==> src/rtl/fetch_unit.sv <==
// rtl/fetch_unit.sv - instruction fetch stage with single-outstanding memory requests
module fetch_unit #(
   parameter int                    DATA_WIDTH = 32,
   parameter int                    ADDR_WIDTH = 32,
   parameter logic [ADDR_WIDTH-1:0] RESET_PC   = '0,
   parameter int                    INST_BYTES = 4
) (
   input  logic                  clk,
   input  logic                  rst_n,
   input  logic                  stall,
   input  logic                  flush,
   input  logic                  branch,
   input  logic [ADDR_WIDTH-1:0] branch_target,
   output logic                  mem_req,
   output logic [ADDR_WIDTH-1:0] mem_addr,
   input  logic                  mem_ack,
   input  logic [DATA_WIDTH-1:0] mem_rdata,
   output logic                  fetch_done,
   output logic                  if_valid,
   output logic [ADDR_WIDTH-1:0] if_pc,
   output logic [DATA_WIDTH-1:0] if_inst
);

   typedef enum logic [1:0] {
      ISSUE = 2'd0,
      BUSY  = 2'd1,
      FULL  = 2'd2
   } state_t;

   state_t                state, state_nxt;
   logic [ADDR_WIDTH-1:0] pc, pc_nxt;
   logic [ADDR_WIDTH-1:0] addr_nxt;
   logic [DATA_WIDTH-1:0] inst_buf, buf_nxt;
   logic                  discard, discard_nxt;
   logic                  drop;
   logic                  consume;

   // The request line and the done flag are pure functions of the state, so an
   // asynchronous reset drops them in the same instant it forces ISSUE.
   assign mem_req    = (state == BUSY);
   assign fetch_done = (state == FULL);

   // The decoder only takes the buffered word when the controller is fully quiet.
   assign consume = (state == FULL) && !stall && !flush && !branch;

   // Fetch FSM state register together with pc, request address and buffer.
   always_ff @(posedge clk or negedge rst_n) begin
      if (!rst_n) begin
         state    <= ISSUE;
         pc       <= RESET_PC;
         mem_addr <= '0;
         inst_buf <= '0;
         discard  <= 1'b0;
      end else begin
         state    <= state_nxt;
         pc       <= pc_nxt;
         mem_addr <= addr_nxt;
         inst_buf <= buf_nxt;
         discard  <= discard_nxt;
      end
   end

   // Next-state logic: redirects always win over a consume, and an in-flight
   // request is never abandoned; a stale reply is simply dropped on arrival.
   always_comb begin
      state_nxt   = state;
      pc_nxt      = pc;
      addr_nxt    = mem_addr;
      buf_nxt     = inst_buf;
      discard_nxt = discard;
      drop        = 1'b0;

      if (branch) begin
         pc_nxt = branch_target;
      end

      case (state)
         ISSUE: begin
            addr_nxt  = branch ? branch_target : pc;
            state_nxt = BUSY;
         end
         BUSY: begin
            // A redirect back to the address already in flight keeps the reply.
            drop = discard || (branch && (branch_target != mem_addr));
            if (mem_ack) begin
               if (drop) begin
                  discard_nxt = 1'b0;
                  state_nxt   = ISSUE;
               end else begin
                  buf_nxt   = mem_rdata;
                  state_nxt = FULL;
               end
            end else begin
               discard_nxt = drop;
            end
         end
         FULL: begin
            if (branch) begin
               if (branch_target != pc) begin
                  state_nxt = ISSUE;
               end
            end else if (consume) begin
               pc_nxt    = pc + ADDR_WIDTH'(INST_BYTES);
               state_nxt = ISSUE;
            end
         end
         default: begin
            state_nxt = ISSUE;
         end
      endcase
   end

   // IF/ID register: load on consume, bubble unless stalled, flush beats stall.
   always_ff @(posedge clk or negedge rst_n) begin
      if (!rst_n) begin
         if_valid <= 1'b0;
         if_pc    <= '0;
         if_inst  <= '0;
      end else if (consume) begin
         if_valid <= 1'b1;
         if_pc    <= pc;
         if_inst  <= inst_buf;
      end else if (!stall || flush) begin
         if_valid <= 1'b0;
      end
   end

endmodule

==> config.mk <==
export PLATFORM = sky130hd
export DESIGN_NAME = fetch_unit
export DESIGN_NICKNAME = d
export VERILOG_FILES = /design/src/rtl/fetch_unit.sv
export SDC_FILE = /design/constraint.sdc
export NUM_CORES = 1
export LEC_CHECK = 0
export CORE_ASPECT_RATIO = 2
export CORE_MARGIN = 2
export CORE_UTILIZATION = 52
export DETAILED_ROUTE_END_ITERATION = 8
export GPL_TIMING_DRIVEN = 0
export PLACE_DENSITY = 0.87
export SLEW_MARGIN = 10
export SYNTH_ARGS = -nofsm -noshare
export SYNTH_HDL_FRONTEND = slang
export SYNTH_SLANG_ARGS = --single-unit
==> constraint.sdc <==
create_clock -name clk -period 2.8 [get_ports clk]
set_clock_uncertainty 0.15 [all_clocks]
set_input_delay 0.42 -clock clk [delete_from_list [all_inputs] [get_ports clk]]
set_output_delay 0.42 -clock clk [all_outputs]
set_load 0.1 [all_outputs]
After elaboration in Yosys (flattened, before gate mapping)
Index checks and enable logic that the tools add are counted. Widths: inputs -> output; s select.

Register bits: 164. Input bits: 70. Output and inout bits: 99. Logic and storage cells: 46.

Add/sub/neg operators: 1. Eq/ne operators: 8. Mux-type cells: 14. Bitwise gates (word level): 1. Reductions and logical operators: 14.

Operators with widths (count): $mux 32 (4); $ne 32x32->1 (2); $add 32x3->32 const B (1); $mux 2 (5); $ne 3x2->1 const B (2); $pmux 2 s3 (1); $reduce_and 3->1 (2); $logic_and 1x1->1 (4); $mux 1 (4); $ne 2x1->1 const B (2); $logic_not 1->1 (3); $eq 2x1->1 const B (1); $eq 2x2->1 const B (1); $logic_not 2->1 (1); $logic_or 1x1->1 (2); $reduce_and 2->1 (1); $reduce_bool 2->1 (1); $not 1->1 (1).

Depth between registers and ports, before layout
Gate-level depths: netlist of the first run.

Depth in word-level cells: 7. Mapped depth: 7. Gate-level depth less buffers: 6.

Worst setup path before layout of the first run
Ideal clock, no wire load.

Path kind: reg2reg. Start: register state[0]. End: register inst_buf[10]. Library setup time: 0.087 ns. Data arrival time: 2.889 ns. Required time: 2.563 ns. Path slack: -0.326 ns. Cell stages (with the launch flop): 8. Buffers on the path: 2. Clock period less this slack: 3.126 ns. Path through: dfrtp_1 > nor2b_1 > nand3b_1 > clkbuf_1 > clkbuf_1 > nor3b_1 > a21oi_1 > o211ai_1.

Word-level cells in the longest chain between the ends: 2.

Ends and longest elaborated chain: from (decl) (line 30) `state_t state, state_nxt;`; from (signal assigned) (line 55) `state <= state_nxt;`; $eq 2x1->1; net mem_req (line 14) `output logic mem_req,`; $reduce_and 3->1 (no source line); to (signal assigned) (line 58) `inst_buf <= buf_nxt;`; to (decl) (line 33) `logic [DATA_WIDTH-1:0] inst_buf, buf_nxt;`.

The timed path passes the listed nets, and every way through them passes these cells. A chain may end at the register's enable or synchronous reset.

Worst setup path in the final report of the first run
Start: input port branch_target[23]. End: register inst_buf[0].

Word-level cells in the longest chain between the ends: 5.

Ends and longest elaborated chain: from (decl) (line 13) `input logic [ADDR_WIDTH-1:0] branch_target,`; $ne 32x32->1 (line 84) `drop = discard || (branch && (branch_target != mem_addr));`; $logic_and 1x1->1 (line 84); $logic_or 1x1->1 (line 84); $not 1->1 (no source line); $reduce_and 3->1 (no source line).

Every way passes these cells.

==> flow_summary.yaml, run 1 <==
run_status:
  outcome: "finished, final reports clean"
floorplan:
  ios: 169
  die_h_um: 183.8
  rows: 65
  dieArea_um2: 17250
  die_x_um: 93.89
  start_util_pct: 53.26
  core-area_um2: 15780
logic_synthesis:
  synth_area_um2: 8403
  synth_simple_gate_area_share_pct: 17.18
  synth_mux_area_share_pct: 11.73
  syn_inst: 812
  synth_seq_area_share_pct: 48.84
  ys_dominant_reg_cell: "dfrtp_1"
  ys_async_sr_fraction_pct: 100.0
  synth_fa_ha_area_share_pct: 0.1489
  synth_edf_count: 0
  synth_nets: 883
  synth_cell_types: 45
  synth_top_family_by_area: "simple AND/OR/NAND/NOR gates"
  synth_compound_area_share_pct: 9.917
  yosys_warnings: 0
  ys_seq_elements: 164
  avgSynthCellArea_um2: 10.35
  synth_xor_area_share_pct: 8.859
global_routing:
  grt_pass1_wl_mm: 40.87
  track_usage_pct: 31.36
  antenna_found_initial: 0
  grt-ovfl-total: 0
  grt_pass1_vias: 7635
  grt_max_degree: 101
sta:
  layout_min_cycle_time_ps: 2759
  rsz0062_at_grt: "no"
  worst_pin_slew_ps: 1056
  relSlewSlack_pct: 29.35
  hold_violations: 0
  max_freq_mhz: 362.4
  setup_viol: 0
  whs_ps: 356.4
  post-route-period-util_pct: 98.54
  finalMaxSlewViolations: 0
cts:
  clockBufferDepth: 2
  cts_sinks: 164
  clockRootBuffer: "clkbuf_16"
  cts_tree: "yes"
  path_clk_slew_ps: 70
  insertion_delay_ps: 430
  h-tree-depth: 4
  cts_buffers: 17
critical_path:
  crit_type: "in2reg"
  worst-path-buf-inv: 3
  cp-start-kind: "input pin"
  cp_slowest_cell: "clkdlybuf4s50_1"
  crit_top_cell: "nand4_1"
  worstPathMaxFanout: 10
  end_kind: "flop"
  required_ps: 2990
  path_delay_family: "buffers and inverters"
  crit_arrival_ps: 2940
  slowest_delay_ps: 530
  crit_chain: "clkdlybuf4s50_1 > xnor2_1 > nand4_1 > nor4_4 > buf_4 > clkbuf_1 > nand4_1 > o211ai_1"
hold_path:
  hp-class: "reg2reg"
finish:
  nFillCells: 1168
  drive_above_1_share_pct: 13.48
  final_nets: 1074
  antenna_cells: 0
  fin_cells: 1217
  area_delta_synth_final_pct: 30.90
power_and_ir_drop:
  peakVddDrop_mv: 0.7699
  p_per_area_nw_per_um2: 1009
  p_leak_uw: 0.004515
  design_power_total_uw: 11100
placement:
  io_buffer_count: 167
  placed_cells: 1181
  gp_congestion: 1.015
  dp_hpwl_mm: 19.62
routing:
  via_count: 7495
  ant_nets: 0
  drc: 0
  drt_wl_total_mm: 26.66
  via_per_inst: 6.159
  drt-wirelength-per-cell_um: 21.91
  dr.pass1.iters: 7
  drt_iter0_markers: 496
run:
  maxCapViolCount: 0
## placed cells by master (no fill, tap or decap), types with 3 or more instances in the layout
cell / synthesis / routed
dfrtp_1: 164 / 164
clkdlybuf4s50_1: 0 / 164
nand2_1: 100 / 100
mux2_2: 68 / 68
o21ai_0: 58 / 58
nand4_1: 53 / 53
xnor2_1: 46 / 45
clkbuf_1: 43 / 43
a21oi_1: 43 / 43
xor2_1: 39 / 39
nor3b_1: 32 / 32
o211ai_1: 32 / 32
mux2i_1: 22 / 22
buf_2: 19 / 19
clkbuf_16: 0 / 17
nand3_1: 15 / 15
nor4_1: 11 / 11
nor2_1: 8 / 8
nor2b_1: 7 / 6
inv_1: 5 / 5
and3_1: 5 / 5
and2_1: 5 / 5
nor3_1: 5 / 5
clkinv_4: 0 / 5
clkbuf_8: 0 / 3
inv_6: 0 / 3
buf_4: 0 / 3
## synthesized netlist by cell type (2+ instances only)
| cell type | count | area [um2] |
|---|---|---|
| clkbuf_1 | 43 | 161.4 |
| nor3_1 | 5 | 25.02 |
| nand2_1 | 100 | 375.4 |
| o311ai_0 | 2 | 17.52 |
| o21ai_0 | 58 | 290.3 |
| dfrtp_1 | 164 | 4104 |
| o211ai_1 | 32 | 240.2 |
| nand3_1 | 15 | 75.07 |
| nor2_1 | 8 | 30.03 |
| o31a_1 | 2 | 17.52 |
| xnor2_1 | 46 | 402.9 |
| nor2b_1 | 7 | 43.79 |
| xor2_1 | 39 | 341.6 |
| o21ai_1 | 2 | 10.01 |
| mux2i_1 | 22 | 220.2 |
| nor3b_1 | 32 | 240.2 |
| nand4_1 | 53 | 331.6 |
| or3_1 | 2 | 12.51 |
| buf_2 | 19 | 95.09 |
| a21oi_1 | 43 | 215.2 |
| or2_2 | 2 | 12.51 |
| and2_1 | 5 | 31.28 |
| nor4_2 | 4 | 50.05 |
| mux2_2 | 68 | 765.7 |
| and3_1 | 5 | 31.28 |
| nor4_1 | 11 | 68.82 |
| inv_1 | 5 | 18.77 |
## cell families (layout without fill, tap and decap cells)
logic type / after synthesis / after routing
and+or+nand+nor: 260 / 260
DFF: 164 / 164
AOI/OAI and AO/OA: 144 / 144
muxes: 90 / 90
xor gates and xnor gates: 85 / 85
buffers and inverters: 68 / 272
adders and majority gates: 1 / 1
## area by class of cell
class / count / area [um2] / area share (%)
Buffer: 63 / 260.3 / 2.366
Clock buffer: 20 / 466.7 / 4.243
Clock inverter: 12 / 116.4 / 1.058
Inverter: 5 / 18.77 / 0.1706
Multi-Input combinational cell: 580 / 4048 / 36.80
Sequential cell: 164 / 4104 / 37.31
Tap cell: 201 / 251.5 / 2.286
Timing Repair Buffer: 172 / 1734 / 15.77
## worst paths after layout
check / startpoint / endpoint / slack, ps / cells past startpoint
hold reg to reg: if_inst[4] / if_inst[4] / 360 / 1
min in group asynchronous: rst_n / if_pc[3] / 380 / 2
setup reg to reg: mem_addr[23] / inst_buf[0] / 230 / 7
setup / recovery: branch_target[23] / inst_buf[0] / 40 / 8
hold / removal: if_inst[4] / if_inst[4] / 360 / 1
max in group asynchronous: rst_n / mem_addr[23] / 1260 / 3
## flip-flops by register name (all words and copies together), names as in the netlist
signal and count:
inst_buf 32, discard 1, if_inst 32, pc 32
state 2, if_valid 1, if_pc 32, mem_addr 32
## metal layers
| layer | GRT usage, % | up-vias | routed length (um) |
|---|---|---|---|
| met5 | 0 | - | 0 |
| met4 | 21.51 | 0 | 1851 |
| met3 | 4.510 | 112 | 1528 |
| met2 | 56.00 | 416 | 14310 |
| met1 | 33.12 | 3685 | 8976 |
| li1 | - | 3282 | - |
## worst reg2reg max path: stages, from the launching register on
cell	delay, ps
dfrtp_1	410
xnor2_1	420
nand4_1	260
nor4_4	310
buf_4	200
clkbuf_1	400
nand4_1	180
o211ai_1	150
## power breakdown
| group | leakage, uW | internal [uW] | switching [uW] |
|---|---|---|---|
| logic | 0.00221 | 1360 | 4000 |
| clock network | 0.000284 | 1240 | 1070 |
| registers | 0.00202 | 2930 | 490 |
## through the flow
step	setup WS, ps	setup TNS, ps	cell area (um2)	util [%]
6_report	40.75	0	11000	69.71
5_1_grt	18.56	0	11000	69.71
4_1_cts	78.72	0	10980	69.62
3_5_place_dp	-619.3	-39660	10360	65.67
3_3_place_gp	-5522	-942220	10330	65.46
2_1_floorplan	213.6	0	8406	-
## repair_timing
| action | CTS | global route |
|---|---|---|
| setup endpoints to repair | 45 | 30 |
| endpoints found under the hold margin | 64 | 0 |
| cloned | 0 | 0 |
| setup buffers | 1 | 2 |
| hold buffers | 1 | 0 |
| gates resized for setup | 5 | 0 |
| pin swaps | 1 | 2 |
Power figures use the tool's default switching activity.
==> run 2, diff against run 1 <==
--- a/config.mk
+++ b/config.mk
@@ -11,7 +11,7 @@
 export DETAILED_ROUTE_END_ITERATION = 8
 export GPL_TIMING_DRIVEN = 0
 export PLACE_DENSITY = 0.87
-export SLEW_MARGIN = 10
+export SLEW_MARGIN = 20
 export SYNTH_ARGS = -nofsm -noshare
 export SYNTH_HDL_FRONTEND = slang
 export SYNTH_SLANG_ARGS = --single-unit
==> constraint.sdc (replaced) <==
create_clock -name clk -period 2.6 [get_ports clk]
set_clock_uncertainty 0.15 [all_clocks]
set_input_delay 0.39 -clock clk [delete_from_list [all_inputs] [get_ports clk]]
set_output_delay 0.39 -clock clk [all_outputs]
set_load 0.1 [all_outputs]
==> flow_summary.yaml, run 2 (same netlist as run 1, synthesis figures left out) <==
global_routing:
  gr-usage-met1_pct: 34.22
  grt_max_degree: 100
  grtUsageMet2_pct: 57.17
  track_usage_pct: 31.71
  grt_pass1_wl_mm: 41.50
  grt-ovfl-total: 0
  use_met3_pct: 4.510
  antenna_found_initial: 0
  grt_busiest_layer: "met2"
  grt_pass1_vias: 7607
sta:
  relSlewSlack_pct: 29.35
  setup_tns_ps: 0
  post-route-period-util_pct: 99.62
  setup_viol: 0
  hold_violations: 0
  finalMaxSlewViolations: 0
  whs_ps: 351.2
  rsz0062_at_grt: "no"
  worst_pin_slew_ps: 1057
  max_freq_mhz: 386.1
  layout_min_cycle_time_ps: 2590
critical_path:
  slowest_delay_ps: 1180
  cp-start-kind: "flop"
  crit_arrival_ps: 2050
  crit_type: "reg2out"
  worst-path-buf-inv: 1
  crit_chain: "clkdlybuf4s50_1"
  r2r_slack_ps: 160
  path_delay_family: "buffers and inverters"
  required_ps: 2060
  cp_slowest_cell: "clkdlybuf4s50_1"
  end_kind: "primary output"
  worstPathMaxFanout: 3
finish:
  area_delta_synth_final_pct: 31.80
  nFillCells: 1170
  drive_above_1_share_pct: 14.15
  mostFrequentLayoutCells: "dfrtp_1 (164), clkdlybuf4s50_1 (164), nand2_1 (100)"
  antenna_cells: 0
  final_nets: 1076
run_status:
  outcome: "finished, final reports clean"
cts:
  clockBufferDepth: 2
  cts_tree: "yes"
  path_clk_slew_ps: 70
  cts_buffers: 17
  insertion_delay_ps: 420
  h-tree-depth: 4
  cts_sinks: 164
  clockRootBuffer: "clkbuf_16"
power_and_ir_drop:
  p_per_area_nw_per_um2: 1097
  design_power_total_uw: 12150
  p_leak_uw: 0.004556
  peakVddDrop_mv: 0.7839
floorplan:
  die_h_um: 183.8
  dieArea_um2: 17250
  start_util_pct: 53.26
  core-area_um2: 15780
  die_x_um: 93.89
  ios: 169
  rows: 65
routing:
  drt_wl_total_mm: 26.80
  drc: 0
  dr.pass1.iters: 5
  drt_iter0_markers: 521
  via_count: 7512
  drt-wirelength-per-cell_um: 21.99
  via_per_inst: 6.162
  ant_nets: 0
hold_path:
  hp-class: "in2async"
placement:
  gp_congestion: 1.015
  dp_hpwl_mm: 19.61
  io_buffer_count: 167
run:
  maxCapViolCount: 0
-- run 2: final cells by class --
| cell class | instances | area (um2) | area share (%) |
|---|---|---|---|
| inverter | 5 | 18.77 | 0.1695 |
| multi-input combinational | 580 | 4078 | 36.82 |
| clock buffer | 20 | 446.7 | 4.033 |
| buffer | 63 | 262.8 | 2.372 |
| timing repair buffer | 174 | 1745 | 15.76 |
| sequential | 164 | 4104 | 37.05 |
| clock inverter | 12 | 168.9 | 1.525 |
| tap | 201 | 251.5 | 2.271 |
-- run 2: repair_timing --
| action | in CTS | in global routing |
|---|---|---|
| buffers inserted | 5 | 0 |
| hold endpoints to repair | 65 | 0 |
| resized for setup | 6 | 9 |
| hold buffers | 1 | 0 |
| endpoints found under the setup margin | 75 | 31 |
| pin swaps | 3 | 1 |
-- run 2: worst paths after layout --
path | end | start | cells after the start
max reg2reg | inst_buf[0] | mem_addr[23] | 8
max | mem_addr[4] | mem_addr[4] | 1
min | if_pc[5] | rst_n | 2
min in group clk | if_inst[4] | if_inst[4] | 1
min reg2reg | if_inst[4] | if_inst[4] | 1
max in group asynchronous | if_inst[3] | rst_n | 3
-- run 2: layer usage --
metal  vias up  wire, um
li1       3289         -
met5         -         0
met1      3662      9121
met2       444     14570
met4         0      1682
met3       117      1426
-- run 2: through the flow --
step                worst slack [ps]  std cells  cell area [um2]  util [%]
floorplan                      13.58        812             8406         -
global placement               -5692       1180            10330     65.46
detailed placement            -798.0       1181            10360     65.67
CTS                            8.732       1219            11050     70.06
global route                  0.6342       1219            11080     70.20
finish                         9.909       1219            11080     70.20
-- run 2: report_power, final --
part | switching (uW) | internal [uW] | leakage (uW)
Sequential | 542 | 3160 | 0.00202
Clock | 1090 | 1560 | 0.000287
Combinational | 4330 | 1470 | 0.00225
==> run 3, diff against run 2 <==
--- a/config.mk
+++ b/config.mk
@@ -5,13 +5,13 @@
 export SDC_FILE = /design/constraint.sdc
 export NUM_CORES = 1
 export LEC_CHECK = 0
+export ABC_AREA = 1
 export CORE_ASPECT_RATIO = 2
 export CORE_MARGIN = 2
 export CORE_UTILIZATION = 52
 export DETAILED_ROUTE_END_ITERATION = 8
 export GPL_TIMING_DRIVEN = 0
-export PLACE_DENSITY = 0.87
-export SLEW_MARGIN = 20
+export PLACE_DENSITY_LB_ADDON = 0.05
 export SYNTH_ARGS = -nofsm -noshare
 export SYNTH_HDL_FRONTEND = slang
 export SYNTH_SLANG_ARGS = --single-unit
==> flow_summary.yaml, run 3 <==
power_and_ir_drop:
  comb_power_share_pct: 56.1
  power_frac_clock_pct: 16.3
  p_seq_share_pct: 27.5
  swShare_pct: 54.67
  peakVddDrop_mv: 1.108
  internal_power_uw: 6862
  switchingPower_uw: 8276
  p_leak_uw: 0.005100
  p_per_area_nw_per_um2: 1417
cts:
  cts_sinks: 164
  path_clk_slew_ps: 60
  clockBufferDepth: 2
  h-tree-depth: 4
  clockRootBuffer: "clkbuf_16"
  cts_tree: "yes"
  cts_buffers: 17
  insertion_delay_ps: 420
global_routing:
  antenna_found_initial: 0
  grt_max_degree: 85
  track_usage_pct: 32.76
  grt_pass1_wl_mm: 41.54
  grt-ovfl-total: 0
  grt_pass1_vias: 7864
critical_path:
  slowest_delay_ps: 1170
  r2r-start: "pc[2]"
  crit_chain: "clkdlybuf4s50_1"
  r2r_end: "pc[30]"
  path_delay_family: "buffers and inverters"
  r2r_slack_ps: 150
  reg2reg_depth: 7
  crit_arrival_ps: 2010
  cp-start-kind: "flop"
  required_ps: 2060
  cp_slowest_cell: "clkdlybuf4s50_1"
  worst-path-buf-inv: 1
  end_kind: "primary output"
  worstPathMaxFanout: 3
  crit_type: "reg2out"
routing:
  drt_wl_total_mm: 26.45
  dr.pass1.iters: 6
  via_per_inst: 5.427
  drt-wirelength-per-cell_um: 18.75
  drc: 0
  via_count: 7658
  drt_iter0_markers: 497
  ant_nets: 0
sta:
  layout_min_cycle_time_ps: 2549
  whs_ps: 197.9
  setup_viol: 0
  worst_pin_slew_ps: 1042
  finalMaxSlewViolations: 0
  setup_ws_ps: 50.63
  post-route-period-util_pct: 98.05
  max_freq_mhz: 392.3
  rsz0062_at_grt: "no"
  hold_violations: 0
  relSlewSlack_pct: 30.34
  setup_tns_ps: 0
finish:
  nFillCells: 1300
  mostFrequentLayoutCells: "nand2_1 (409), dfrtp_1 (164), clkdlybuf4s50_1 (162)"
  final_common_cell: "nand2_1"
  antenna_cells: 0
  area_delta_synth_final_pct: 30.99
  final_nets: 1272
  drive_above_1_share_pct: 7.502
logic_synthesis:
  synthTopCellsByCount: "nand2_1 (409), dfrtp_1 (164), o21ai_0 (75), nor2_1 (64), inv_1 (58)"
  synth_most_common_cell: "nand2_1"
  yosys_warnings: 0
  synth_area_um2: 8157
  ys_dominant_reg_cell: "dfrtp_1"
  synth_area_leaders: "dfrtp_1 (50%), nand2_1 (19%), o21ai_0 (4.6%)"
  synth_edf_count: 0
  synth_seq_area_share_pct: 50.31
  yosysTopAreaCell: "dfrtp_1"
  ys_async_sr_fraction_pct: 100.0
  syn_inst: 1014
  synth_cell_types: 42
  avgSynthCellArea_um2: 8.044
  synth_top_area_share_pct: 50.31
  ys_seq_elements: 164
  synth_nets: 1085
floorplan:
  dieArea_um2: 16760
  ios: 169
  start_util_pct: 53.33
  die_h_um: 181.1
  core-area_um2: 15290
  rows: 64
  die_x_um: 92.56
hold_path:
  hold_end: "inst_buf[19]"
  holdPathStages: 3
  hold_start: "mem_ack"
  hp-class: "in2reg"
placement:
  dp_hpwl_mm: 20.12
  dp_worst_setup_slack_ps: -495.2
  io_buffer_count: 166
  gp_congestion: 0.9709
run_status:
  outcome: "finished, final reports clean"
run:
  maxCapViolCount: 0
[run 3: cell types whose count changed in the layout (fill, tap and decap cells not counted), moves of 32 or more]
cell / delta
nand2_1: +309
mux2_2: -68
nor2_1: +55
inv_1: +53
a21oi_1: -41
nor3b_1: -32
o211ai_1: -32
[run 3: kinds of logic (layout without fill, tap and decap cells)]
logic type,Yosys count,in the layout,share of synthesized area [%]
xor gates and xnor gates,52,52,5.584
AOI/OAI and AO/OA,107,107,7.547
and+or+nand+nor,570,570,29.77
adders and majority gates,1,1,0.1534
muxes,5,5,0.6136
DFF,164,164,50.31
buffers and inverters,115,314,6.013
[run 3: power by group through the flow]
stage               sequential, uW  clock, uW  combinational [uW]
finish                        4170       2470                8500
global route                  4290       2590                8890
CTS                           4170       2490                8530
detailed placement            4190          0                8500
global placement              4170          0                8430
floorplan                     8630          0                1760
[run 3: layer usage]
metal	share of wire (%)	vias up	track usage, %
met5	0	-	0
met4	6.8	0	21.31
met3	5.0	92	5.088
met2	53	312	58.19
met1	36	3638	35.29
li1	-	3616	-
[run 3: worst max path at each step]
| stage | end | from | cells after the start |
|---|---|---|---|
| 2_1_floorplan | pc[12] | state[0] | 6 |
| 3_3_place_gp | if_inst[3] | rst_n | 1 |
| 3_5_place_dp | mem_req | state[0] | 4 |
| 4_1_cts | mem_addr[25] | mem_addr[25] | 1 |
| 5_1_grt | mem_addr[21] | mem_addr[21] | 1 |
| 6_report | mem_addr[22] | mem_addr[22] | 1 |
[run 3: layout make-up]
class | instances | area [um2] | area share, %
plain buffers | 51 | 251.5 | 2.354
clock buffers | 24 | 501.7 | 4.696
clock inverters | 7 | 71.32 | 0.6675
inverters | 64 | 240.2 | 2.249
multi-input cells | 735 | 3565 | 33.36
flip-flops and latches | 164 | 4104 | 38.41
well taps | 198 | 247.7 | 2.319
repair buffers | 168 | 1703 | 15.94
[run 3: metrics by stage]
stage / utilization, % / instance area, um2 / cells / total power [uW]
2_1_floorplan: - / 8157 / 1014 / 10390
3_3_place_gp: 65.81 / 10070 / 1378 / 12600
3_5_place_dp: 66.03 / 10100 / 1379 / 12700
4_1_cts: 69.83 / 10680 / 1411 / 15180
5_1_grt: 69.85 / 10680 / 1411 / 15770
6_report: 69.85 / 10680 / 1411 / 15140
[run 3: repair_timing]
| action | CTS | global route |
|---|---|---|
| buffers inserted | 0 | 0 |
| endpoints found under the hold margin | 80 | 0 |
| resized for setup | 8 | 3 |
| hold buffers | 1 | 0 |
| gates cloned | 0 | 0 |
| pin swaps | 0 | 0 |
| setup endpoints to repair | 2 | 2 |
